File: config.mk
export PLATFORM = sky130hd
export DESIGN_NAME = thd_engine
export DESIGN_NICKNAME = d
export VERILOG_FILES = /design/src/rtl/thd_pkg.sv /design/src/rtl/thd_sqrt_iter.sv /design/src/rtl/thd_engine.sv
export SDC_FILE = /design/constraint.sdc
export NUM_CORES = 2
export LEC_CHECK = 0
export ABC_AREA = 1
export CAP_MARGIN = 25
export CORE_ASPECT_RATIO = 1.1
export CORE_MARGIN = 5
export CORE_UTILIZATION = 40
export CTS_CLUSTER_DIAMETER = 100
export DETAILED_ROUTE_END_ITERATION = 8
export GPL_ROUTABILITY_DRIVEN = 0
export HOLD_SLACK_MARGIN = 0.08
export PLACE_DENSITY = 0.53
export SYNTH_ARGS = -nofsm -noshare
export SYNTH_HDL_FRONTEND = slang
export SYNTH_HIERARCHICAL = 1
export SYNTH_SLANG_ARGS = --single-unit
File: constraint.sdc
create_clock -name clk -period 26.1 [get_ports clk]
set_input_delay 5.22 -clock clk [delete_from_list [all_inputs] [get_ports clk]]
set_output_delay 5.22 -clock clk [all_outputs]
set_load 0.02 [all_outputs]
File: src/rtl/thd_pkg.sv
// Shared types and width helpers for the THD engine: FSM states, derived widths
// and the legal harmonic-count range.
package thd_pkg;

    localparam int NH_MIN = 2;
    localparam int NH_MAX = 16;

    typedef enum logic [2:0] {
        IDLE,
        ACC,
        SQRT,
        DIV,
        DONE
    } state_e;

    // Accumulator holds up to NH_MAX full-width squares without overflow.
    function automatic int calc_aw(input int dw);
        return 2 * dw + 4;
    endfunction

    function automatic int calc_rw(input int dw);
        return calc_aw(dw) / 2;
    endfunction

endpackage

File: src/rtl/thd_sqrt_iter.sv
// Restoring integer square root, one root bit per cycle, MSB first.
// start_i marks the first iteration cycle; done_o marks the last one.
module thd_sqrt_iter
    import thd_pkg::*;
#(
    parameter int DW = 32
) (
    input  logic                      clk,
    input  logic                      rst,
    input  logic                      start_i,
    input  logic [calc_aw(DW)-1:0]    radicand_i,
    output logic [calc_rw(DW)-1:0]    root_o,
    output logic                      done_o
);
    localparam int AW = calc_aw(DW);
    localparam int RW = calc_rw(DW);
    localparam int SW = RW + 3;
    localparam int CW = $clog2(RW);

    logic [AW-1:0] x_q, x_src;
    logic [SW-1:0] rem_q, rem_src, rem_sh, trial;
    logic [RW-1:0] root_q, root_src;
    logic [CW-1:0] cnt_q, cnt_src;
    logic          run_q, active, ge;

    // NOTE: every always_comb output gets a default on every path, so no latch is inferred.
    always_comb begin
        active   = start_i || run_q;
        x_src    = start_i ? radicand_i : x_q;
        rem_src  = start_i ? '0 : rem_q;
        root_src = start_i ? '0 : root_q;
        cnt_src  = start_i ? '0 : cnt_q;
        rem_sh   = (rem_src << 2) | SW'(x_src[AW-1 -: 2]);
        trial    = SW'({root_src, 2'b01});
        ge       = rem_sh >= trial;
        done_o   = active && (cnt_src == CW'(RW - 1));
    end

    // NOTE: sequential state uses non-blocking assignments so all registers update together.
    always_ff @(posedge clk or posedge rst) begin
        if (rst) begin
            x_q    <= '0;
            rem_q  <= '0;
            root_q <= '0;
            cnt_q  <= '0;
            run_q  <= 1'b0;
        end else if (active) begin
            x_q    <= x_src << 2;
            rem_q  <= ge ? rem_sh - trial : rem_sh;
            root_q <= (root_src << 1) | RW'(ge);
            cnt_q  <= cnt_src + 1'b1;
            run_q  <= !done_o;
        end
    end

    assign root_o = root_q;

endmodule

File: src/rtl/thd_engine.sv
// THD = sqrt(sum Hk^2, k=2..N) / H1 as an unsigned fixed-point ratio, computed by a
// sequential accumulate / square-root / divide datapath with fixed latency.
module thd_engine
    import thd_pkg::*;
#(
    parameter int DW   = 32,
    parameter int NH   = 5,
    parameter int FRAC = 16
) (
    input  logic            clk,
    input  logic            rst,
    input  logic            start,
    input  logic [4:0]      num_harm,
    input  logic [NH*DW-1:0] harm_i,
    output logic            busy,
    output logic            done,
    output logic [DW-1:0]   thd_q,
    output logic            div_zero,
    output logic            sat
);
    localparam int AW = calc_aw(DW);
    localparam int RW = calc_rw(DW);
    localparam int QW = RW + FRAC;
    localparam int CW = $clog2(QW);

    state_e          state_q;
    logic [DW-1:0]   h_q [NH];
    logic [4:0]      nh_q, nh_d, k_q;
    logic [DW-1:0]   h_sel;
    logic [2*DW-1:0] sq;
    logic [AW-1:0]   acc_q, acc_d;
    logic [DW-1:0]   rem_q, rem_d, rem_src;
    logic [DW:0]     trial;
    logic [QW-1:0]   quo_q, quo_d, quo_src;
    logic            ge;
    logic [CW-1:0]   cnt_q;
    logic [RW-1:0]   root;
    logic            sqrt_start, sqrt_done;

    always_comb begin
        nh_d = num_harm;
        if (num_harm < 5'(NH_MIN))
            nh_d = 5'(NH_MIN);
        else if (num_harm > 5'(NH))
            nh_d = 5'(NH);

        h_sel = '0;
        for (int i = 1; i < NH; i++)
            if (k_q == 5'(i + 1))
                h_sel = h_q[i];
        sq    = (2*DW)'(h_sel) * (2*DW)'(h_sel);
        acc_d = acc_q + AW'(sq);

        // First DIV cycle seeds the divider from the root instead of the registers.
        rem_src = (cnt_q == '0) ? '0 : rem_q;
        quo_src = (cnt_q == '0) ? (QW'(root) << FRAC) : quo_q;
        trial   = {rem_src, quo_src[QW-1]};
        ge      = trial >= {1'b0, h_q[0]};
        rem_d   = ge ? DW'(trial - {1'b0, h_q[0]}) : trial[DW-1:0];
        quo_d   = (quo_src << 1) | QW'(ge);

        sqrt_start = (state_q == SQRT) && (cnt_q == '0);
    end

    thd_sqrt_iter #(.DW(DW)) u_sqrt (
        .clk        (clk),
        .rst        (rst),
        .start_i    (sqrt_start),
        .radicand_i (acc_q),
        .root_o     (root),
        .done_o     (sqrt_done)
    );

    always_ff @(posedge clk or posedge rst) begin
        if (rst) begin
            state_q  <= IDLE;
            busy     <= 1'b0;
            done     <= 1'b0;
            thd_q    <= '0;
            div_zero <= 1'b0;
            sat      <= 1'b0;
            nh_q     <= 5'(NH_MIN);
            k_q      <= '0;
            acc_q    <= '0;
            rem_q    <= '0;
            quo_q    <= '0;
            cnt_q    <= '0;
            // NOTE: the harmonic bank is a handful of flops, so it is reset like any other state.
            for (int i = 0; i < NH; i++)
                h_q[i] <= '0;
        end else begin
            case (state_q)
                IDLE: if (start) begin
                    for (int i = 0; i < NH; i++)
                        h_q[i] <= harm_i[i*DW +: DW];
                    nh_q    <= nh_d;
                    k_q     <= 5'd2;
                    acc_q   <= '0;
                    busy    <= 1'b1;
                    state_q <= ACC;
                end
                ACC: begin
                    acc_q <= acc_d;
                    k_q   <= k_q + 5'd1;
                    if (k_q == nh_q) begin
                        cnt_q   <= '0;
                        state_q <= SQRT;
                    end
                end
                SQRT: begin
                    cnt_q <= cnt_q + 1'b1;
                    if (sqrt_done) begin
                        cnt_q   <= '0;
                        state_q <= DIV;
                    end
                end
                DIV: begin
                    rem_q <= rem_d;
                    quo_q <= quo_d;
                    cnt_q <= cnt_q + 1'b1;
                    if (cnt_q == CW'(QW - 1)) begin
                        done    <= 1'b1;
                        state_q <= DONE;
                        if (h_q[0] == '0) begin
                            thd_q    <= '1;
                            div_zero <= 1'b1;
                            sat      <= 1'b0;
                        end else if (quo_d[QW-1:DW] != '0) begin
                            thd_q    <= '1;
                            div_zero <= 1'b0;
                            sat      <= 1'b1;
                        end else begin
                            thd_q    <= quo_d[DW-1:0];
                            div_zero <= 1'b0;
                            sat      <= 1'b0;
                        end
                    end
                end
                DONE: begin
                    done    <= 1'b0;
                    busy    <= 1'b0;
                    state_q <= IDLE;
                end
                default: state_q <= IDLE;
            endcase
        end
    end

endmodule
; After elaboration in Yosys (flattened, before gate mapping)
; Index checks and enable logic that the tools add are counted.
[classes]
addsub = 6
mul = 1
magnitude_cmp = 4
eq_ne = 15
n_mux = 35
bitwise_logic = 3
reduce_logical = 19
[ops]
columns = cell, n
row1 = $mux 32, 8
row2 = $mux 68, 2
row3 = $pmux 68 s2, 1
row4 = $mux 35, 2
row5 = $add 68x64->68, 1
row6 = $mul 32x32->64, 1
row7 = $mux 50, 1
row8 = $or 50x1->50, 1
row9 = $ge 37x36->1, 1
row10 = $or 37x2->37, 1
row11 = $sub 35x35->35, 1
row12 = $mux 34, 1
row13 = $or 34x1->34, 1
row14 = $ge 33x32->1, 1
row15 = $logic_not 32->1, 1
row16 = $sub 32x32->32, 1
row17 = $mux 6, 3
row18 = $pmux 6 s3, 1
row19 = $reduce_bool 18->1, 1
row20 = $mux 5, 3
row21 = $add 6x1->6 const B, 2
row22 = $eq 6x6->1 const B, 2
row23 = $mux 3, 4
row24 = $pmux 3 s4, 1
row25 = other kinds (23), 41
[totals]
register_bits = 507
input_bits = 168
out_inout_bits = 36
wordCells = 105

; Depth between registers and ports, before layout
[depth]
word_depth = 8
mapped_depth = 42
mapped_depth_nobuf = 40

; By module
; Netlist, hierarchy kept.
[by_module_without_submodules]
columns = module, instances, cells_per_inst, area_per_inst_um2, seq_area_each_um2
row1 = thd_engine, 1, 6771, 51869.7, 9135.0
row2 = thd_sqrt_iter, 1, 1243, 8874.8, 3553.4

; Worst setup path before layout
; Ideal clock, no wire load.
[synth_path]
path_type = reg-to-reg
from = register k_q[0]
to = register acc_q[31]
setup_time_ps = 127
arrival_time_ps = 7419
required_ps = 25973
path_slack_ps = 18554
stages_incl_launch_ff = 38
n_path_buf = 2
period_less_slack_ps = 7546
cell_sequence = dfrtp_1 inv_1 ha_1 nand3_2 clkbuf_1 o21ai_0 inv_1 nand2_1 nand2_1 clkbuf_1 nand2_1 fa_1 inv_1 fa_1 fa_1 inv_1 fa_1 inv_1 [2 not listed] fa_1 inv_1 fa_1 inv_1 fa_1 inv_1 ha_1 nand2_1 inv_1 nand2_1 nand2_1 nand2_1 nand2_1 a21oi_1 nand2_1 or2_2 nand3_1 o21ai_0
[synth_via]
elab_chain_len = 8
elab_cells_between_ends = 11
cone_classes = 1 x add/sub / 1 x mul / 4 x eq/ne / 5 x mux
[synth_rtl]
columns = item, line_no
row1 = start: declaration, thd_engine.sv:28  ; logic [4:0] nh_q, nh_d, k_q;
row2 = start signal: assignment, thd_engine.sv:104  ; k_q <= k_q + 5'd1;
row3 = $eq 5x2->1, thd_engine.sv:49  ; if (k_q == 5'(i + 1))
row4 = $mux 32 (3 in series), thd_engine.sv:49
row5 = $mux 32 *, thd_engine.sv:49
row6 = $mul 32x32->64 *, thd_engine.sv:51  ; sq = (2*DW)'(h_sel) * (2*DW)'(h_sel);
row7 = $add 68x64->68 *, thd_engine.sv:52  ; acc_d = acc_q + AW'(sq);
row8 = $pmux 68 s2 *, thd_engine.sv:92  ; case (state_q)
row9 = end signal: assignment, thd_engine.sv:84  ; acc_q <= '0;
row10 = end signal: assignment, thd_engine.sv:98  ; acc_q <= '0;
row11 = end signal: assignment, thd_engine.sv:103  ; acc_q <= acc_d;
row12 = end: declaration, thd_engine.sv:31  ; logic [AW-1:0] acc_q, acc_d;
; Mark *: on every way between the ends. The rest lies on a longest branch, timed or not.
; A chain may end at the register's enable or synchronous reset.

; Worst setup path after layout
[layout_path]
from = register k_q[1]
to = register acc_q[63]
; The elaborated chain is that of the path after synthesis.

==> flow_summary.yaml <==
outcome:
  status: "completed"
floorplanning:
  ioPinCount: 204
  die_h_um: 419
  start_util_pct: 40.1
  die_area_um2: 160000
  core-area_um2: 151000
  row_count: 150
  die_x_um: 382
synth:
  ys_warn_count: 6
  async_reset_ff_share_pct: 100
  synth_xor_area_share_pct: 0.836
  synthSimpleGateAreaFrac_pct: 22.5
  synth_top_family_by_area: "adder cells"
  synth_common_cells: "nand2_1, inv_1, fa_1"
  synth-main-ff-cell: "dfrtp_1"
  synthesis.area_um2: 60700
  synth_mux_area_share_pct: 0.247
  yosysSeqAreaShare_pct: 20.9
  syn_nets: 9394
  synth_edf_count: 0
  synth-compound-area-share_pct: 5.57
  synthTopCellsByArea: "fa_1, dfrtp_1, nand2_1"
  synth_top_area_share_pct: 28.7
  yosysMostFrequentCell: "nand2_1"
  synth_area_per_cell_um2: 7.58
  yosys.area_share.adder_pct: 35.7
  synthDistinctLibCells: 60
  syn_inst: 8014
  ys_seq_elements: 507
  yosysTopAreaCell: "fa_1"
grt:
  grt.busiest_layer: "met2"
  grt_use_total_pct: 25.0
  met2_usage_pct: 45.5
  grt_max_degree: 158
  grt_pass1_vias: 53453
  grt.met3_usage_pct: 2.31
  antenna_found_initial: 2
  grt_pass1_wl_um: 310000
  grt_remaining_overflow: 0
  use_met1_pct: 31.1
finish:
  final_cells: 10126
  synthToLayoutAreaGrowth_pct: 10.2
  drive_above_1_share_pct: 3.71
  layout.nets: 9480
setup_path:
  cpMostUsedCell: "fa_1"
  end_kind: "flip-flop"
  slowest_delay_ns: 0.56
  crit_arrival_ns: 10.38
  critPathKind: "flip-flop to flip-flop"
  crit_path_start_kind: "flip-flop"
  cp_max_fo: 48
  worstPathRequired_ns: 26.63
  cp_slowest_cell: "buf_4"
routing:
  initialDrtViolationCount: 3248
  drt_first_pass_iters: 6
  wl_per_cell_um: 19.6
  vias: 50074
  drc_errors: 0
  drtAntennaViolNets: 0
  finalWirelength_um: 198000
  viasPerCell: 4.95
job:
  drv_cap: 0
cts:
  htree_levels: 2
  root_buffer: "clkbuf_16"
  cts_sinks: 507
  clockBufferDepth: 3
  ctsHoldBuffers: 0
  cts_buffers: 60
  cts.repair.resized: 0
  cts.clk_slew.worst_paths_ns: 0.06
  clk_latency_ns: 0.66
  cts_setup_buffers: 0
  cts_tree: "done"
min_path:
  min_path_type: "flip-flop to flip-flop"
sta:
  relSlewSlack_pct: 27.4
  fin_crit_ns: 9.86
  worstMarginPinSlew_ns: 1.08
  finClkSkew_ns: 0.0304
  rsz0062_at_grt: "false"
  fmax_mhz: 101
  hold_viol_final: 0
  drv_slew: 0
  fin_tns_setup_ns: 0
  setup_viol: 0
  fin_crit_sh_pct: 37.8
placement:
  dpl.hpwl_um: 158000
  placedCellCount: 10013
  port_buffers: 203
pwr:
  p_per_area_nw_per_um2: 25.9
  p_leak_uw: 0.0369
  peakVddDrop_mv: 0.0469
[per-stage QoR]
stage	area (µm²)	power [µW]	hold slack (ns)	util, %	worst slack, ns
global placement	64700	845	0.461	42.8	16.40
finish	66900	1730	0.475	44.2	16.24
detailed placement	64800	846	0.461	42.8	16.32
floorplan	60700	812	0.444	-	10.75
global route	66900	1790	0.491	44.2	15.68
CTS	66900	1760	0.478	44.2	16.28
[final cells by class]
cell class	instances	area (µm²)
fillers	15697	84500
multi-input cells	5260	39500
flip-flops and latches	507	12700
inverters	1991	7490
repair buffers	280	2680
well taps	1976	2470
clock buffers	86	1740
clock inverters	24	345
diodes	2	5.00
[registers in the layout (all words and copies together) (netlist names)]
name / count
done: 1
nh_q: 5
u_sqrt/run_q: 1
busy: 1
u_sqrt/rem_q: 35
state_q: 3
thd_q: 32
quo_q: 50
u_sqrt/root_o: 34
acc_q: 68
cnt_q: 6
sat: 1
rem_q: 32
div_zero: 1
h_q: 160
k_q: 5
u_sqrt/cnt_q: 6
u_sqrt/x_q: 66
[cell families after synthesis]
| kind of cell | after synthesis |
|---|---|
| and+or+nand+nor | 3411 |
| xor gates and xnor gates | 58 |
| DFF | 507 |
| AOI/OAI and AO/OA | 564 |
| buffers and inverters | 2247 |
| muxes | 15 |
| adders and majority gates | 1212 |
[worst max-delay path, delay by kind of cell, from the launching register on]
| kind | cells | cell delay [ns] |
|---|---|---|
| AO/OA/AOI/OAI | 1 | 0.27 |
| buffers and inverters | 9 | 2.30 |
| adder cells (fa/ha/maj) | 10 | 4.55 |
| AND/OR/NAND/NOR | 12 | 2.06 |
| flip-flops | 1 | 0.42 |
[per-layer routing]
metal,vias up,part of all wire (%),wire (µm)
met5,-,0,0
met4,0,4.3,8510
met3,376,3.8,7600
met2,1117,50,99500
met1,24789,42,82500
li1,23792,-,-
[cell usage in the layout (no fill, tap or decap), drive strengths merged, types with 8 or more instances in the layout]
cell,netlist,routed
inv,1987,1990
nand2,2330,2330
clkinv,4,17
nand4,61,61
nand3,293,293
a21oi,149,149
o221ai,48,48
xnor2,30,30
fa,871,871
clkbuf,121,86
mux2i,15,15
ha,341,341
xor2,28,28
dfrtp,506,506
buf,135,77
o22ai,18,18
clkdlybuf4s50,0,203
o21bai,10,10
nor3,35,35
nor4,8,8
or2,42,42
bufinv,0,8
o21ai,271,271
o21a,9,9
nand3b,11,11
o211ai,17,17
a22oi,18,18
nor2,627,627
[where the power goes]
part | internal, µW | total, µW | switching (µW)
Clock | 541 | 903 | 362
Sequential | 786 | 786 | 0
Combinational | 22.4 | 43.8 | 21.3
Total | 1350 | 1730 | 384
[final timing paths]
| check | start | end | slack, ns | depth (start not counted) |
|---|---|---|---|---|
| worst max-delay path | k_q[1]$_DFFE_PP0P_ | acc_q[63]$_DFFE_PP0P_ | 16.24 | 32 |
| worst min-delay path | h_q[49]$_DFFE_PP0P_ | h_q[49]$_DFFE_PP0P_ | 0.47 | 2 |
| worst max register to register | k_q[1]$_DFFE_PP0P_ | acc_q[63]$_DFFE_PP0P_ | 16.24 | 32 |
| worst min register to register | h_q[49]$_DFFE_PP0P_ | h_q[49]$_DFFE_PP0P_ | 0.47 | 2 |
| max in group asynchronous | rst | k_q[3]$_DFFE_PP0P_ | 18.61 | 4 |
| min in group asynchronous | rst | thd_q[29]$_DFFE_PP0P_ | 5.18 | 2 |
(Power assumes the default switching activity.)
